`config.mk`:
```
export PLATFORM = sky130hd
export DESIGN_NAME = flux_angle_cordic
export DESIGN_NICKNAME = d
export VERILOG_FILES = /design/src/rtl/rotor_pkg.sv /design/src/rtl/sm_tc_conv.sv /design/src/rtl/flux_angle_cordic.sv
export SDC_FILE = /design/constraint.sdc
export NUM_CORES = 1
export LEC_CHECK = 0
export BUFFER_PORTS_ARGS = -buffer_cell sky130_fd_sc_hd__buf_2
export CAP_MARGIN = 25
export CELL_PAD_IN_SITES_DETAIL_PLACEMENT = 1
export CELL_PAD_IN_SITES_GLOBAL_PLACEMENT = 1
export CORE_UTILIZATION = 43
export CTS_BUF_LIST = sky130_fd_sc_hd__clkbuf_4
export DETAILED_ROUTE_END_ITERATION = 7
export GPL_TIMING_DRIVEN = 0
export PLACE_DENSITY_LB_ADDON = 0.1
export SYNTH_ARGS = -nofsm -noshare
export SYNTH_HDL_FRONTEND = slang
export SYNTH_SLANG_ARGS = --single-unit
export TNS_END_PERCENT = 50
```
`constraint.sdc`:
```
create_clock -name clk -period 16.3 [get_ports clk]
set_input_delay 2.445 -clock clk [delete_from_list [all_inputs] [get_ports clk]]
set_output_delay 2.445 -clock clk [all_outputs]
set_load 0.01 [all_outputs]
```
`src/rtl/rotor_pkg.sv`:
```
// rotor_pkg: shared constants and types for the rotor/flux angle datapath.
//   N_DEF, Q_DEF : default word width and fractional bits (sign-magnitude Q12.12)
//   ITER_DEF     : default CORDIC micro-rotation count
//   ZF           : fractional bits of the CORDIC angle accumulator
//   ATAN         : atan(2^-i) scaled by 2^ZF, i = 0..15
//   PI_Z         : pi scaled by 2^ZF
//   K_INV        : inverse CORDIC gain 0.607253 as K_INV / 2^K_INV_Q
//   cordic_state_e : vectoring FSM states
package rotor_pkg;

  localparam int unsigned N_DEF    = 24;
  localparam int unsigned Q_DEF    = 12;
  localparam int unsigned ITER_DEF = 14;

  localparam int unsigned ZF   = 16;
  localparam int unsigned PI_Z = 205887;

  localparam int unsigned K_INV   = 2487;
  localparam int unsigned K_INV_Q = 12;

  localparam int unsigned ATAN [16] = '{
    51472, 30386, 16055, 8150, 4091, 2047, 1024, 512,
    256,   128,   64,    32,   16,   8,    4,    2
  };

  typedef enum logic [2:0] {
    IDLE,
    PREROT,
    ROTATE,
    FINISH,
    HOLD
  } cordic_state_e;

endpackage

```
`src/rtl/sm_tc_conv.sv`:
```
// sm_tc_conv: combinational sign-magnitude <-> two's-complement converter.
//   W     : word width (sign bit W-1)
//   TO_TC : 1 = sign-magnitude in, two's complement out; 0 = the reverse
//   din   : input word
//   dout  : converted word; negative zero always maps to +0
module sm_tc_conv #(
  parameter int unsigned W     = 24,
  parameter bit          TO_TC = 1'b1
) (
  input  logic [W-1:0] din,
  output logic [W-1:0] dout
);

  if (TO_TC) begin : g_to_tc
    logic [W-2:0] mag;
    assign mag  = din[W-2:0];
    // Negating a zero magnitude yields zero, so -0 collapses to +0 here
    assign dout = din[W-1] ? (W'(0) - {1'b0, mag}) : {1'b0, mag};
  end else begin : g_to_sm
    logic [W-2:0] mag;
    assign mag  = din[W-1] ? (W-1)'(W'(0) - din) : din[W-2:0];
    // Sign is only set for a non-zero magnitude
    assign dout = {din[W-1] && (mag != '0), mag};
  end

endmodule

```
`src/rtl/flux_angle_cordic.sv`:
```
// flux_angle_cordic: iterative CORDIC vectoring unit, (cos, sin) -> (angle, magnitude).
//   clk, reset            : clock, asynchronous active-high reset
//   in_valid/in_ready     : input handshake, in_ready high only in IDLE
//   in_cos, in_sin        : x / y components, sign-magnitude Q12.12
//   out_valid/out_ready   : output handshake, result held until accepted
//   out_angle             : angle in radians, sign-magnitude Q12.12, (-pi, pi]
//   out_mag               : magnitude, sign bit always 0
//   out_sat               : magnitude was clamped on this result
// Optional feature macro FLUX_CORDIC_GAIN_COMP_EN: when defined, out_mag is
// scaled by K_INV to remove the CORDIC gain; otherwise the raw x is emitted.
module flux_angle_cordic
  import rotor_pkg::*;
#(
  parameter int unsigned N    = N_DEF,
  parameter int unsigned Q    = Q_DEF,
  parameter int unsigned ITER = ITER_DEF
) (
  input  logic         clk,
  input  logic         reset,
  input  logic         in_valid,
  output logic         in_ready,
  input  logic [N-1:0] in_cos,
  input  logic [N-1:0] in_sin,
  output logic         out_valid,
  input  logic         out_ready,
  output logic [N-1:0] out_angle,
  output logic [N-1:0] out_mag,
  output logic         out_sat
);

  localparam int unsigned TW  = N + 2;       // two's complement with guard bits
  localparam int unsigned GF  = 4;           // extra fractional bits in x/y
  localparam int unsigned DW  = TW + GF;
  localparam int unsigned ZW  = 20;          // covers +-(pi + 1.75) at 2^-16
  localparam int unsigned ZS  = ZF - Q;
  localparam int unsigned CW  = 4;
  localparam logic [CW-1:0] LAST = CW'(ITER - 1);

  cordic_state_e state;

  logic [N-1:0]          cos_r, sin_r;
  logic [N-1:0]          cos_tc, sin_tc;
  logic signed [TW-1:0]  x_in, y_in, x_abs;
  logic signed [DW-1:0]  x0, y0;
  logic signed [DW-1:0]  x_r, y_r, x_sh, y_sh;
  logic signed [ZW-1:0]  z_r;
  logic [CW-1:0]         cnt;
  logic                  xneg, ysgn, zero_r;

  logic signed [ZW-1:0]  z_unf, angle_z;
  logic [ZW-1:0]         z_abs, z_rnd;
  logic [N-1:0]          angle_tc, angle_sm;
  logic [N-2:0]          mag_c;
  logic                  sat_c;

  // Input conversion to two's complement
  sm_tc_conv #(.W(N), .TO_TC(1'b1)) u_cos_conv (.din(cos_r), .dout(cos_tc));
  sm_tc_conv #(.W(N), .TO_TC(1'b1)) u_sin_conv (.din(sin_r), .dout(sin_tc));

  // Pre-rotation: sign-extend, fold into the right half-plane, add fraction guard
  always_comb begin
    x_in  = TW'(signed'(cos_tc));
    y_in  = TW'(signed'(sin_tc));
    x_abs = x_in[TW-1] ? (TW'(0) - x_in) : x_in;
    x0    = {x_abs, {GF{1'b0}}};
    y0    = {y_in, {GF{1'b0}}};
  end

  assign x_sh = x_r >>> cnt;
  assign y_sh = y_r >>> cnt;

  // Angle unfold, round half away from zero to Q bits, zero-input override
  always_comb begin
    z_unf = z_r;
    if (xneg) begin
      if (ysgn) z_unf = ZW'(0) - ZW'(PI_Z) - z_r;
      else      z_unf = ZW'(PI_Z) - z_r;
    end
    z_abs   = z_unf[ZW-1] ? (ZW'(0) - z_unf) : z_unf;
    z_rnd   = (z_abs + ZW'(1 << (ZS - 1))) >> ZS;
    angle_z = z_unf[ZW-1] ? signed'(ZW'(0) - z_rnd) : signed'(z_rnd);
    if (zero_r) angle_z = '0;
  end

  assign angle_tc = N'(angle_z);

  sm_tc_conv #(.W(N), .TO_TC(1'b0)) u_ang_conv (.din(angle_tc), .dout(angle_sm));

  // Magnitude with optional gain compensation, rounded and saturated
`ifdef FLUX_CORDIC_GAIN_COMP_EN
  localparam int unsigned MW = DW + K_INV_Q;
  logic [MW-1:0] mag_prod, mag_full;
  assign mag_prod = MW'(unsigned'(x_r)) * MW'(K_INV);
  assign mag_full = (mag_prod + (MW'(1) << (K_INV_Q + GF - 1))) >> (K_INV_Q + GF);
  assign sat_c    = (mag_full[MW-1:N-1] != '0);
`else
  logic [DW-1:0] mag_full;
  assign mag_full = (unsigned'(x_r) + (DW'(1) << (GF - 1))) >> GF;
  assign sat_c    = (mag_full[DW-1:N-1] != '0);
`endif
  assign mag_c = sat_c ? {(N-1){1'b1}} : mag_full[N-2:0];

  // Control FSM and datapath registers
  always_ff @(posedge clk or posedge reset) begin
    if (reset) begin
      state     <= IDLE;
      in_ready  <= 1'b1;
      out_valid <= 1'b0;
      out_angle <= '0;
      out_mag   <= '0;
      out_sat   <= 1'b0;
      cos_r     <= '0;
      sin_r     <= '0;
      x_r       <= '0;
      y_r       <= '0;
      z_r       <= '0;
      cnt       <= '0;
      xneg      <= 1'b0;
      ysgn      <= 1'b0;
      zero_r    <= 1'b0;
    end else begin
      case (state)
        IDLE: begin
          if (in_valid) begin
            cos_r    <= in_cos;
            sin_r    <= in_sin;
            in_ready <= 1'b0;
            state    <= PREROT;
          end
        end
        PREROT: begin
          x_r    <= x0;
          y_r    <= y0;
          z_r    <= '0;
          cnt    <= '0;
          xneg   <= x_in[TW-1];
          ysgn   <= y_in[TW-1];
          zero_r <= (x_in == '0) && (y_in == '0);
          state  <= ROTATE;
        end
        ROTATE: begin
          // Drive y toward zero; z accumulates the rotated angle
          if (!y_r[DW-1]) begin
            x_r <= x_r + y_sh;
            y_r <= y_r - x_sh;
            z_r <= z_r + ZW'(ATAN[cnt]);
          end else begin
            x_r <= x_r - y_sh;
            y_r <= y_r + x_sh;
            z_r <= z_r - ZW'(ATAN[cnt]);
          end
          cnt <= cnt + 1'b1;
          if (cnt == LAST) state <= FINISH;
        end
        FINISH: begin
          out_angle <= angle_sm;
          out_mag   <= {1'b0, mag_c};
          out_sat   <= sat_c;
          out_valid <= 1'b1;
          state     <= HOLD;
        end
        HOLD: begin
          if (out_ready) begin
            out_valid <= 1'b0;
            in_ready  <= 1'b1;
            state     <= IDLE;
          end
        end
        default: state <= IDLE;
      endcase
    end
  end

endmodule
```
==> results.txt <==
Max Slew Vio Count: 0
Syn-to-layout area delta: 8.31%
Distinct cells, synth: 98
Clk pin slew, worst setup/hold paths: 0.15 ns
Resize count post-CTS: 0
I/O Pins: 103
all-layer global routing usage: 0.336
Syn Nets: 2638
gr ovfl total: 0
initial antenna violation count: 2
layout cells sized above 1: 0.111
CP required: 17.03 ns
maximum fanout along the worst path: 10
die area: 46900 sq um
sequential fraction of the synthesis area: 0.235
via count of the first global-routing pass: 20493
Nets: 2761
vias: 19930
DP Area: 21100 sq um
mean area per synthesized cell: 7.96 sq um
maxcap violations: 0
Synth Area in Compound Gates: 0.206
Synth area leader: dfrtp_1
IO Port Bufs: 101
CTS Hold Buffers Added: 0
clk root buf: clkbuf_4
Async SR Flop Fraction: 1.00
CP Capture Type: flop
final worst path period share: 0.558
pin count of the biggest net entering global routing: 97
Post-Synth XOR/XNOR Area: 0.114
HPWL Detailed: 62200 microns
# setup viols final: 0
prevailing post-synth register cell: dfrtp_1
initial DRC count: 1268
Clock Latency Late Sink: 0.87 ns
unrepaired setup endpoints after global routing: no
Final Skew: 0.0494 ns
Vias/cell: 6.18
CTS max path bufs: 2
first-pass GRT wire length: 121000 microns
Simple-Gate Fraction of Synth Area: 0.221
setup TNS: 0 ns
total wire length: 78700 microns
largest family of logic cells by synthesized area: simple AND/OR/NAND/NOR gates
Worst EP arrival: 9.83 ns
postcts setup bufs: 0
fin area: 21400 sq um
mapped cell area: 19800 sq um
Placeable Area: 45400 sq um
Adder-Cell Fraction of Synth Area: 0.0650
Initial Utilization: 0.436
slowest stage delay, CP: 0.69 ns
outcome: complete, no violations
crit path time final: 9.10 ns
Worst Hold Class: flop to flop
routability cong.: 0.992
crit path buf inv count: 5
Startpoint Class: flop
Slowest-stage cell, CP: buf_1
Cells after Synth: 2485
worst slew pin tran: 1.16 ns
H-Tree Level Count: 4
mux contribution to synthesized area: 0.111
routed length per instance: 24.4 microns
top-area cell type share of the netlist area: 0.234
CTS tree: done
CP delay by family, top: compound AO/OA/AOI/OAI gates
Setup CP Type: flop to flop
Die Ht: 217 microns
Slew headroom: 0.226
clock sinks: 186
die span in x: 217 microns
crit-path most repeated cell: o21ai_0
number of enable flip-flop cells after synthesis: 0
Detailed Routing Iterations Pass 1: 7
final hold viol count: 0
drc violations: 0
Synth Register Bits: 186
fmax: 0.110 GHz
Antenna Nets Post-Route: 0
cts bufs inserted: 17
Ys Warns: 0
Synth area leaders: dfrtp_1 (23%), ha_1 (6.2%), xnor2_1 (5.8%)
Rows: 78
==> placed cells by master, fill, tap and decap left out, drive strengths merged, types with 29 or more instances in the layout <==
| cell type | n |
|---|---|
| dfrtp | 185 |
| nor3 | 53 |
| mux2 | 54 |
| nor2 | 212 |
| mux4 | 41 |
| ha | 98 |
| o31ai | 29 |
| mux2i | 66 |
| clkbuf | 131 |
| xor2 | 123 |
| nor2b | 33 |
| buf | 145 |
| nand2 | 304 |
| xnor2 | 132 |
| a31oi | 40 |
| o21ai | 167 |
| and2 | 30 |
| o211ai | 30 |
| inv | 89 |
| nand3 | 52 |
| a21oi | 174 |
| or3 | 36 |
| and3 | 41 |
==> logic make-up after synthesis <==
| kind of cell | count (synthesis) |
|---|---|
| xor gates and xnor gates | 256 |
| and+or+nand+nor | 900 |
| DFF | 186 |
| muxes | 161 |
| adders and majority gates | 101 |
| other | 1 |
| buffers and inverters | 239 |
| AOI/OAI and AO/OA | 641 |
==> registers in the layout (all words and copies together) (netlist names), 3 cells and up <==
| name | cells |
|---|---|
| cos_r | 24 |
| x_r | 30 |
| state | 3 |
| z_r | 20 |
| y_r | 30 |
| cnt | 4 |
| out_mag | 23 |
| out_angle | 22 |
| sin_r | 24 |
==> Yosys cell counts, drive strengths merged, types with 7 or more instances <==
library cell / number
a21boi: 16
nor3b: 8
or2: 20
o2111ai: 7
o211ai: 30
ha: 98
a21oi: 174
mux2i: 66
inv: 85
and4: 14
nor2: 212
nand3b: 9
nor3: 53
nand4: 18
o21ai: 167
a41oi: 11
mux2: 54
xor2: 123
nor2b: 33
nor4: 21
o32ai: 8
o22ai: 24
o21a: 12
nand2b: 19
or3: 36
a21o: 16
clkbuf: 112
nand2: 304
o31ai: 29
mux4: 41
and3: 41
a31oi: 40
buf: 41
a211oi: 28
dfrtp: 185
xnor2: 132
and2: 30
nand3: 52
==> layer usage <==
metal,GRT usage,vias up,part of all wire
met5,0,-,0
met4,0.150,0,0.042
met3,0.0439,160,0.045
met2,0.581,532,0.49
met1,0.416,9997,0.42
li1,-,9241,-
==> metrics by stage <==
stage / std cells / worst slack [ns] / utilization / hold WS (ns)
after global placement: 3186 / 6.21 / 0.464 / 0.464
after CTS: 3217 / 7.31 / 0.472 / 0.507
final: 3224 / 7.20 / 0.472 / 0.507
after floorplan: 2485 / 8.80 / - / 0.485
after detailed placement: 3187 / 7.36 / 0.465 / 0.459
after global routing: 3222 / 6.62 / 0.472 / 0.522
==> area by class of cell <==
cell class / instances / area (sq um)
Fill cell: 5631 / 23900
Multi-Input combinational cell: 2060 / 14200
Sequential cell: 186 / 4660
Tap cell: 600 / 751
Buffer: 153 / 613
Timing Repair Buffer: 104 / 556
Inverter: 86 / 330
Clock inverter: 11 / 166
Clock buffer: 19 / 143
Antenna cell: 5 / 12.5
==> path summary, 6_finish.rpt <==
check	startpoint	to	slack, ns	cells past startpoint
worst max-delay path	cnt[1]$_DFFE_PP0N_	x_r[29]$_DFFE_PP0N_	7.20	28
worst min-delay path	out_angle[17]$_DFFE_PP0P_	out_angle[17]$_DFFE_PP0P_	0.51	1
worst max register to register	cnt[1]$_DFFE_PP0N_	x_r[29]$_DFFE_PP0N_	7.20	28
worst min register to register	out_angle[17]$_DFFE_PP0P_	out_angle[17]$_DFFE_PP0P_	0.51	1
max in group asynchronous	reset	cnt[3]$_DFFE_PP0N_	13.62	3
min in group asynchronous	reset	cos_r[12]$_DFFE_PP0P_	1.69	2
Power is left out: the tool's default activity adds up to more than one toggle a clock period on the data nets, which glitch-free logic cannot reach.
